--- src/rtl/demux_stream_if.sv ---
// Handshake bundle for demux_stream: one upstream port fanned out to NUM_OUT channels.
// The counter read port exists only when DEMUX_STREAM_COUNT_EN is defined.
interface demux_stream_if #(
  parameter int DATA_W  = 8,
  parameter int NUM_OUT = 8,
  parameter int SEL_W   = 3
);
  logic               in_valid;
  logic               in_ready;
  logic [SEL_W-1:0]   in_sel;
  logic [DATA_W-1:0]  in_data;
  logic [NUM_OUT-1:0] out_valid;
  logic [NUM_OUT-1:0] out_ready;
  logic [DATA_W-1:0]  out_data;
  logic               drop_err;
`ifdef DEMUX_STREAM_COUNT_EN
  logic [SEL_W-1:0]   cnt_sel;
  logic [15:0]        cnt_value;

  modport slave (
    input  in_valid, in_sel, in_data, out_ready, cnt_sel,
    output in_ready, out_valid, out_data, drop_err, cnt_value
  );

  modport master (
    output in_valid, in_sel, in_data, out_ready, cnt_sel,
    input  in_ready, out_valid, out_data, drop_err, cnt_value
  );
`else
  modport slave (
    input  in_valid, in_sel, in_data, out_ready,
    output in_ready, out_valid, out_data, drop_err
  );

  modport master (
    output in_valid, in_sel, in_data, out_ready,
    input  in_ready, out_valid, out_data, drop_err
  );
`endif
endinterface

--- src/rtl/demux_stream.sv ---
// Single-stage stream demultiplexer: routes each word to the channel named by in_sel.
// Define DEMUX_STREAM_COUNT_EN to add saturating per-channel drain counters with a read port.
module demux_stream #(
  parameter int DATA_W  = 8,
  parameter int NUM_OUT = 8,
  parameter int SEL_W   = 3
) (
  input logic           clock,
  input logic           reset,
  demux_stream_if.slave bus
);

  localparam logic [31:0] NUM_OUT_U = 32'(NUM_OUT);

  logic               hold_valid_q, hold_valid_d;
  logic [SEL_W-1:0]   hold_sel_q, hold_sel_d;
  logic [DATA_W-1:0]  hold_data_q, hold_data_d;
  logic               drop_err_q, drop_err_d;
  logic               drain;
  logic               accept;
  logic               in_ready;
  logic [NUM_OUT-1:0] out_valid;

  // Only the ready of the currently addressed channel matters; an empty stage always accepts.
  always_comb begin
    drain        = hold_valid_q && bus.out_ready[hold_sel_q];
    in_ready     = !hold_valid_q || drain;
    accept       = bus.in_valid && in_ready;
    hold_valid_d = hold_valid_q;
    hold_sel_d   = hold_sel_q;
    hold_data_d  = hold_data_q;
    drop_err_d   = 1'b0;
    if (drain) begin
      hold_valid_d = 1'b0;
    end
    if (accept) begin
      if (32'(bus.in_sel) < NUM_OUT_U) begin
        hold_valid_d = 1'b1;
        hold_sel_d   = bus.in_sel;
        hold_data_d  = bus.in_data;
      end else begin
        drop_err_d   = 1'b1;
      end
    end
  end

  always_comb begin
    out_valid = '0;
    for (int k = 0; k < NUM_OUT; k++) begin
      out_valid[k] = hold_valid_q && (32'(hold_sel_q) == 32'(k));
    end
  end

  always_ff @(posedge clock) begin
    if (reset) begin
      hold_valid_q <= 1'b0;
      hold_sel_q   <= '0;
      hold_data_q  <= '0;
      drop_err_q   <= 1'b0;
    end else begin
      hold_valid_q <= hold_valid_d;
      hold_sel_q   <= hold_sel_d;
      hold_data_q  <= hold_data_d;
      drop_err_q   <= drop_err_d;
    end
  end

  assign bus.in_ready  = in_ready;
  assign bus.out_valid = out_valid;
  assign bus.out_data  = hold_data_q;
  assign bus.drop_err  = drop_err_q;

`ifdef DEMUX_STREAM_COUNT_EN
  logic [15:0] cnt_q [NUM_OUT];
  logic [15:0] cnt_d [NUM_OUT];
  logic [15:0] cnt_value_q, cnt_value_d;

  // Counters saturate rather than wrap so a long-running channel never reads as idle.
  always_comb begin
    for (int k = 0; k < NUM_OUT; k++) begin
      cnt_d[k] = cnt_q[k];
      if (drain && (32'(hold_sel_q) == 32'(k)) && (cnt_q[k] != 16'hFFFF)) begin
        cnt_d[k] = cnt_q[k] + 16'd1;
      end
    end
    cnt_value_d = '0;
    if (32'(bus.cnt_sel) < NUM_OUT_U) begin
      cnt_value_d = cnt_q[bus.cnt_sel];
    end
  end

  always_ff @(posedge clock) begin
    if (reset) begin
      for (int k = 0; k < NUM_OUT; k++) begin
        cnt_q[k] <= '0;
      end
      cnt_value_q <= '0;
    end else begin
      for (int k = 0; k < NUM_OUT; k++) begin
        cnt_q[k] <= cnt_d[k];
      end
      cnt_value_q <= cnt_value_d;
    end
  end

  assign bus.cnt_value = cnt_value_q;
`endif

endmodule

--- src/flat_wrapper.sv ---
// flat-port wrapper written by rule: the top's interface ports become plain ports
module demux_stream_flat 
#(
  parameter int DATA_W  = 8,
  parameter int NUM_OUT = 8,
  parameter int SEL_W   = 3
)
  (clock, reset, bus_in_valid, bus_in_sel, bus_in_data, bus_out_ready, bus_in_ready, bus_out_valid, bus_out_data, bus_drop_err);
  demux_stream_if #(.DATA_W(DATA_W), .NUM_OUT(NUM_OUT), .SEL_W(SEL_W)) bus_i ();
  input logic clock;
  input logic reset;
  input wire logic [$bits(bus_i.in_valid)-1:0] bus_in_valid;
  input wire logic [$bits(bus_i.in_sel)-1:0] bus_in_sel;
  input wire logic [$bits(bus_i.in_data)-1:0] bus_in_data;
  input wire logic [$bits(bus_i.out_ready)-1:0] bus_out_ready;
  output wire logic [$bits(bus_i.in_ready)-1:0] bus_in_ready;
  output wire logic [$bits(bus_i.out_valid)-1:0] bus_out_valid;
  output wire logic [$bits(bus_i.out_data)-1:0] bus_out_data;
  output wire logic [$bits(bus_i.drop_err)-1:0] bus_drop_err;
  assign bus_i.in_valid = bus_in_valid;
  assign bus_i.in_sel = bus_in_sel;
  assign bus_i.in_data = bus_in_data;
  assign bus_i.out_ready = bus_out_ready;
  assign bus_in_ready = bus_i.in_ready;
  assign bus_out_valid = bus_i.out_valid;
  assign bus_out_data = bus_i.out_data;
  assign bus_drop_err = bus_i.drop_err;
  demux_stream #(.DATA_W(DATA_W), .NUM_OUT(NUM_OUT), .SEL_W(SEL_W)) u_core (.clock(clock), .reset(reset), .bus(bus_i));
endmodule
--- config.mk ---
export PLATFORM = sky130hd
export DESIGN_NAME = demux_stream_flat
export DESIGN_NICKNAME = d
export VERILOG_FILES = /design/src/rtl/demux_stream_if.sv /design/src/rtl/demux_stream.sv /design/src/flat_wrapper.sv
export SDC_FILE = /design/constraint.sdc
export NUM_CORES = 1
export LEC_CHECK = 0
export ABC_AREA = 1
export CAP_MARGIN = 20
export CORE_MARGIN = 10
export CORE_UTILIZATION = 39
export CTS_CLUSTER_DIAMETER = 40
export DETAILED_ROUTE_END_ITERATION = 6
export PLACE_DENSITY = 0.78
export REMOVE_ABC_BUFFERS = 1
export SLEW_MARGIN = 20
export SYNTH_ARGS = -nofsm -noshare
export SYNTH_HDL_FRONTEND = slang
export SYNTH_SLANG_ARGS = --single-unit
--- constraint.sdc ---
create_clock -name clock -period 1.9 [get_ports clock]
set_clock_uncertainty 0.15 [all_clocks]
set_input_delay 0.57 -clock clock [delete_from_list [all_inputs] [get_ports clock]]
set_output_delay 0.57 -clock clock [all_outputs]
set_load 0.1 [all_outputs]
Word-level counts from Yosys, hierarchy flattened
Index checks and enable logic that the tools add are counted.

word-level totals
  bits in registers = 12
  output and inout bits = 18
  word-level logic and storage cells = 29

cells by class
  magnitude comparators = 1
  eq/ne operators = 7
  mux-type cells = 4
  reduce and logical (&&, ||, !) cells = 14

operator list
  cell                                                                          number
  3-bit == test, second input constant                                          4
  1-bit logical AND                                                             10
  3-bit by 2-bit == test with 1-bit output, second input constant               2
  3-bit by 4-bit less-than comparator with 1-bit output, second input constant  1
  1-bit binary-select mux with 3-bit select                                     1
  3-bit by 1-bit == test with 1-bit output, second input constant               1
  3-bit logical NOT                                                             1
  1-bit two-way mux                                                             3
  2-bit nonzero test                                                            1
  1-bit logical NOT                                                             1
  1-bit logical OR                                                              1

Logic depth before layout (Yosys ltp)
Gate-level depths: netlist of run 1.

  word-level depth = 6
  gate-level depth with buffers = 10

Worst setup path before layout of run 1
No wires, ideal clock.

  path type = reg-to-output
  start = register u_core.hold_sel_q[0]
  end = output bus_out_valid[0]
  data arrival time = 1827 ps
  slack = -647 ps
  stages on the path, launching flop included = 4
  buffers on the path = 0
  path through = dfxtp_1 nor2_1 inv_1 nor2_1

between the ends
  word-level cells in the longest chain between the ends = 2

ends and longest elaborated chain
  item                    line                source
  from (decl)             demux_stream.sv:16  logic [SEL_W-1:0] hold_sel_q, hold_sel_d;
  from (signal assigned)  demux_stream.sv:62  hold_sel_q <= hold_sel_d;
  3-bit logical NOT       demux_stream.sv:50  out_valid[k] = hold_valid_q && (32'(hold_sel_q) == 32'(k));
  1-bit logical AND       demux_stream.sv:50
  to (decl)               flat_wrapper.sv:17  output wire logic [$bits(bus_i.out_valid)-1:0] bus_out_valid;

No other way between the ends.

Worst setup path after layout of run 1
  start = register u_core.hold_sel_q[0]
  end = output bus_in_ready

between the ends
  word-level cells in the longest chain between the ends = 4

ends and longest elaborated chain
  item                                       line                source
  1-bit binary-select mux with 3-bit select  demux_stream.sv:26  drain = hold_valid_q && bus.out_ready[hold_sel_q];
  1-bit two-way mux (implied by the code)    demux_stream.sv:26
  1-bit logical AND                          demux_stream.sv:26
  1-bit logical OR                           demux_stream.sv:27  in_ready = !hold_valid_q || drain;
  to (decl)                                  flat_wrapper.sv:16  output wire logic [$bits(bus_i.in_ready)-1:0] bus_in_ready;

No other way between the ends. The select of a mux whose other input is x is not followed.

==> run metrics, run 1 <==
pwr dens ~700 nW/um2; share of layout cells above drive strength 1 0.411; Horiz. Die Dim 65.6 um; core utilization of the finished layout 0.767; CTS tree done; arrival time of data at the critical path endpoint 1.30 ns; slowest cell on the critical path dfxtp_4; clock sink count 12; count of unique library cells instantiated by Yosys 18; startpoint type of the worst setup path flop; violations in the final reports setup timing; post-route worst setup slack -0.117 ns; CP bufs+invs 4; number of endpoints with negative hold slack in the final report 0; Hold Slack 0.384 ns; post-route DRC violation count 0; YS warnings 0; number of H-tree levels 1; routed len/inst 12.5 um; number of placed instances, taps included 197; Post-DP HPWL 1900 um; starting utilization of the core area 0.413; maximum resistive drop on vdd between 0.0006 and 0.0007 V; fin cells 207; total CTS buffers 3; maximum clock rate 496 MHz; unrepaired setup endpoints after global routing yes; class of the most critical setup path flop to output pin; most frequent standard cell in the layout excluding fill and tap cells inv_1; FF+latch area between 200 and 300 um2; cell family contributing the most delay on the critical path flip-flops; count of buffers inserted at the top-level ports 38; Crit. End Element output pin; area added between synthesis and finish 85.9%; number of maximum-capacitance violations 0; diode insertion count for antenna repair 0; post-route fraction of the period consumed by the critical path 1.06; violation count after the first detailed-routing iteration 27; #FFs+latches synth 12; worst-skew pair later-pin latency roughly 0.28 ns; mean instance size in the synthesized netlist 6.00 um2; die outline height approximately 66 um; initial antenna violation count 0; maximum count of clock buffers along a single path 2; critical path fanouts, max 6; combined area of the multi-input logic cells 439 um2; CTS Hold Bufs 0; setup slack after placement -0.470 ns; first-pass iteration count of the detailed router 4; vias in the first global route 924; worst endpoint required time 1.18 ns; Row Count 16; Die Area 4300 um2; largest net degree at the start of global routing 13; post-route minimum period 2.02 ns; first-pass GRT wire length 4130 um; leakage power 0.780 nW; routability cong. around 0.76; sequential area share after synthesis 0.297; clock transition at the registers of the reported paths 0.08 ns; outcome finished, violations left; Final Net Count ~200; root buf cell clkbuf_4; Final Max Slew Viols 0; synthesized cell area 810 um2; Post-Syn Instances 135; highest-count cells in the layout ignoring fill and taps 35 x inv_1, 27 x nand2_1, 17 x buf_12; number of ports placed on the die boundary 40; Max stage delay on crit path ~0.38 ns; final count of negative-setup-slack endpoints 5; number of nets with antenna violations after routing 0; number of vias in the routed layout approximately 950; Vias/cell 4.57; HP Class flop to flop; FILL cells 155; leftover overflow at the end of global routing 0; Post-Route WL 2590 um; GRT Util Overall 0.115; area of the placeable core 1960 um2; chain of cells forming the critical path inv_4 > nand3_2 > nand2_2 > inv_2 > nand3_2 > nand2_2 > inv_2 > buf_12
==> routing by layer <==
metal,up-vias,global-route usage,share of wire
met3,9,0.0525,0.098
met2,42,0.196,0.46
met1,414,0.127,0.42
li1,482,-,-
met5,-,0,0
met4,0,0.0294,0.022
==> tightest hold or removal path, delay by kind of cell, from the launching register on <==
kind                   cells  cell delay (ns)
flip-flops                 1             0.33
buffers and inverters      2             0.09
AND/OR/NAND/NOR            2             0.08
==> sequential cells by signal, summed over array words and instances (netlist names) <==
name                 cells
u_core.bus.out_data      8
u_core.hold_valid_q      1
u_core.hold_sel_q        3
==> logic make-up (layout without fill, tap and decap cells) <==
| group | Yosys count | in the layout | share of synthesized area |
|---|---|---|---|
| AND/OR/NAND/NOR | 73 | 74 | 0.425 |
| other | 1 | 1 | 0.00463 |
| AO/OA/AOI/OAI | 2 | 2 | 0.0170 |
| buffers and inverters | 47 | 91 | 0.257 |
| flip-flops | 12 | 12 | 0.297 |
==> cell usage after synthesis, drive strengths merged <==
| cell | number | share of area |
|---|---|---|
| nand3 | 6 | 0.056 |
| nand2 | 36 | 0.17 |
| a21oi | 1 | 0.011 |
| nor2 | 20 | 0.11 |
| dfxtp | 12 | 0.30 |
| o21ai | 1 | 0.0062 |
| clkinv | 1 | 0.0046 |
| conb | 1 | 0.0046 |
| nand4 | 11 | 0.085 |
| buf | 5 | 0.057 |
| clkbuf | 1 | 0.0093 |
| inv | 40 | 0.19 |
==> layout make-up <==
| class | instances | share of cell area |
|---|---|---|
| timing repair buffer | 46 | 0.390 |
| multi-input combinational | 77 | 0.292 |
| sequential | 12 | 0.166 |
| inverter | 41 | 0.106 |
| clock buffer | 4 | 0.0241 |
| tap | 27 | 0.0224 |
==> worst paths after layout <==
| kind | start | cells past startpoint | end | slack [ns] |
|---|---|---|---|---|
| setup reg to reg | u_core.hold_sel_q[0]$_SDFFE_PP0P_ | 12 | u_core.bus.out_data[2]$_SDFFE_PP0P_ | 0.19 |
| hold / removal | u_core.hold_sel_q[2]$_SDFFE_PP0P_ | 4 | u_core.hold_sel_q[2]$_SDFFE_PP0P_ | 0.38 |
| setup / recovery | u_core.hold_sel_q[0]$_SDFFE_PP0P_ | 8 | bus_in_ready | -0.12 |
| hold reg to reg | u_core.hold_sel_q[2]$_SDFFE_PP0P_ | 4 | u_core.hold_sel_q[2]$_SDFFE_PP0P_ | 0.38 |
==> metrics by stage <==
stage	TNS [ns]	cell area (um2)	power, W
2_1_floorplan	-5.19	756	0.000599
3_3_place_gp	-3.43	1360	0.000784
3_5_place_dp	-3.60	1360	0.000791
4_1_cts	-0.313	1450	0.00101
5_1_grt	-0.659	1510	0.00108
6_report	-0.246	1510	0.00103
==> what timing repair did <==
item,CTS,global route
pin swaps,13,13
setup endpoints to repair,18,20
buffers inserted,4,2
cloned,0,1
resized for setup,30,22
==> power breakdown <==
part / switching, W / internal (W) / leakage, nW / total, W
clock network: 0.0000923 / 0.000117 / 0.0210 / 0.000209
registers: 0.0000302 / 0.000278 / 0.101 / 0.000308
logic: 0.000326 / 0.000191 / 0.657 / 0.000517
total: 0.000449 / 0.000585 / 0.780 / 0.00103
Power figures use the tool's default switching activity.
==> run 2: changes to the inputs <==
==> constraint.sdc (replaced) <==
create_clock -name clock -period 2.2 [get_ports clock]
set_clock_uncertainty 0.15 [all_clocks]
set_input_delay 0.66 -clock clock [delete_from_list [all_inputs] [get_ports clock]]
set_output_delay 0.66 -clock clock [all_outputs]
set_load 0.1 [all_outputs]
==> run 2 against run 1 <==
  * The run now ends clean
  * Clock-buffer cell count down 1
  * Setup slack better by 0.16 ns
  * Highest routed layer unchanged
  * First-iteration DRC count down 33%
  * Clock power down 32%
  * Die area unchanged
  * Critical path depth down 2
  * Non-clock buffer count down 3
==> run metrics, run 2 (same netlist as run 1, synthesis figures left out) <==
highest-count cells in the layout ignoring fill and taps 36 x inv_1, 33 x nand2_1, 17 x buf_12; clock sink count 12 (unchanged); share of layout cells above drive strength 1 0.280 (-0.131); area of the placeable core 1960 um2 (unchanged); CTS tree done; largest net degree at the start of global routing 13 (unchanged); first-pass GRT wire length 3770 um (-8.9%); number of endpoints with negative hold slack in the final report 0 (unchanged); initial antenna violation count 0 (unchanged); reg2reg path depth 11 (-1); number of vias in the routed layout 902 (-4.8%); area added between synthesis and finish 70.8%; sequential share of power 0.321 (+0.023); Reg2Reg Launch Point u_core.hold_sel_q[0]$_SDFFE_PP0P_; Row Count 16 (unchanged); Hold Path Origin u_core.hold_sel_q[2]$_SDFFE_PP0P_; internal power 0.000454 W (-22%); post-route minimum period roughly 2.2 ns; startpoint type of the worst setup path input port; starting utilization of the core area 0.413 (unchanged); Post-DP HPWL 1960 um (+2.9%); net switching component of the power 0.000366 W (-19%); violation count after the first detailed-routing iteration 18 (-33%); unrepaired setup endpoints after global routing yes; worst endpoint required time 1.39 ns (+0.21 ns); vias in the first global route 832 (-10%); worst-skew pair later-pin latency 0.28 ns (about the same); outcome complete, no violations; maximum clock rate 463 MHz; post-route fraction of the period consumed by the critical path 0.982; Post-Route WL 2360 um (-9.0%); Vias/cell 4.47 (-2.4%); Die Area 4300 um2 (unchanged); number of nets with antenna violations after routing 0 (unchanged); Combinational Power Share 0.504 (+0.004); routability cong. 0.769 (+1.8%); endpoint of the most critical register-to-register path u_core.bus.out_data[0]$_SDFFE_PP0P_; class of the most critical setup path input port to output pin; cell family contributing the most delay on the critical path buffers and inverters; pwr dens 593 nW/um2 (-14%); clock transition at the registers of the reported paths 0.08 ns (about the same); Horiz. Die Dim 65.6 um (unchanged); HP Class flop to flop; leftover overflow at the end of global routing 0 (unchanged); relative contribution of the clock network to total power 0.174 (-0.028); root buf cell clkbuf_4; FILL cells 176 (+14%); Hold Slack 0.388 ns (+0.00395 ns); GRT Util Overall 0.109 (-0.00685); diode insertion count for antenna repair 0 (unchanged); leakage power 0.741 nW (-5.0%); final count of negative-setup-slack endpoints 0 (-5); critical path fanouts, max 2 (-4); Max stage delay on crit path 0.24 ns (-0.14 ns); maximum resistive drop on vdd 0.000528 V (-17%); Final Max Slew Viols 0 (unchanged); CP bufs+invs 3 (-1); routed len/inst 11.7 um (-6.7%); Crit. End Element output pin; max FFs per register 8 (unchanged); first-pass iteration count of the detailed router 4 (unchanged); post-route worst setup slack 0.0407 ns (+0.158 ns); number of ports placed on the die boundary 40 (unchanged); R2R Setup Slk 0.49 ns (+0.30 ns); number of maximum-capacitance violations 0 (unchanged); slowest cell on the critical path dlygate4sd2_1; count of buffers inserted at the top-level ports 38 (unchanged); number of H-tree levels 1 (unchanged); arrival time of data at the critical path endpoint 1.35 ns (+0.05 ns); die outline height 65.6 um (unchanged); post-route DRC violation count 0 (unchanged); Final Net Count 199 (-2.0%); total CTS buffers 3 (unchanged); worst hold path depth 4 (unchanged); worst min-delay path endpoint u_core.hold_sel_q[2]$_SDFFE_PP0P_; Sw Share 0.446 (+0.0122); most frequent standard cell in the layout excluding fill and tap cells inv_1; maximum count of clock buffers along a single path 2 (unchanged); chain of cells forming the critical path dlygate4sd2_1 > nand2_1 > nand3_2 > nand2_2 > inv_2 > buf_12; setup slack after placement -0.361 ns (+0.108 ns); CTS Hold Bufs 0 (unchanged)
-- run 2: cell types whose count changed in the layout (fill, tap and decap cells not counted), moves of 2 or more --
cell	change
nor2_1	+7
nand2_1	+6
nand2_2	-6
nor2_2	-5
nand3_1	+3
nand3_2	-3
buf_4	-2
dfxtp_1	+2
nor2_4	-2
-- run 2: worst min-delay path, stage by stage, from the launching register on --
cell and delay (ns):
dfxtp_1 0.31, inv_1 0.06, nand2_1 0.05, inv_1 0.04, nor2_1 0.03
-- run 2: routing by layer --
layer,vias up,wire [um],part of all wire,GRT usage
li1,469,-,-,-
met2,41,1030,0.44,0.171
met1,387,1000,0.43,0.118
met5,-,0,0,0
met3,5,287,0.12,0.0576
met4,0,38,0.016,0.0481
-- run 2: through the flow --
stage | utilization | power, W | cells | cell area, um2 | TNS [ns]
floorplan | - | 0.000517 | 129 | 756 | -3.39
global placement | 0.695 | 0.000677 | 197 | 1360 | -0.930
detailed placement | 0.695 | 0.000683 | 197 | 1360 | -0.967
CTS | 0.710 | 0.000822 | 202 | 1390 | 0
global route | 0.705 | 0.000855 | 202 | 1380 | -0.0122
finish | 0.705 | 0.000819 | 202 | 1380 | 0
-- run 2: worst max path at each step --
stage                                           start                to  depth (start not counted)
finish                               bus_out_ready[3]      bus_in_ready                          6
global route        u_core.hold_sel_q[0]$_SDFFE_PP0P_  bus_out_valid[4]                          4
CTS                                  bus_out_ready[6]      bus_in_ready                          8
detailed placement                   bus_out_ready[2]      bus_in_ready                          8
global placement                     bus_out_ready[5]      bus_in_ready                          8
floorplan           u_core.hold_sel_q[0]$_SDFFE_PP0P_  bus_out_valid[0]                          3
-- run 2: power by group through the flow --
| stage | Clock (W) | Combinational (W) | Sequential [W] |
|---|---|---|---|
| 6_report | 0.000143 | 0.000413 | 0.000263 |
| 5_1_grt | 0.000149 | 0.000441 | 0.000265 |
| 4_1_cts | 0.000141 | 0.000418 | 0.000262 |
| 3_5_place_dp | 0 | 0.000417 | 0.000267 |
| 3_3_place_gp | 0 | 0.000412 | 0.000265 |
| 2_1_floorplan | 0 | 0.000156 | 0.000361 |
-- run 2: layout make-up --
| class | count | area, um2 | area share |
|---|---|---|---|
| clock buffers | 3 | 22.5 | 0.0163 |
| inverters | 41 | 156 | 0.113 |
| multi-input cells | 76 | 364 | 0.263 |
| flip-flops and latches | 12 | 245 | 0.177 |
| well taps | 27 | 33.8 | 0.0244 |
| repair buffers | 43 | 561 | 0.405 |
-- run 2: timing repair --
action,4_1_cts,5_1_grt
setup buffers,2,0
pin swaps,11,6
hold endpoints to repair,0,0
gates resized for setup,20,6
setup endpoints to repair,1,1
cloned,0,0
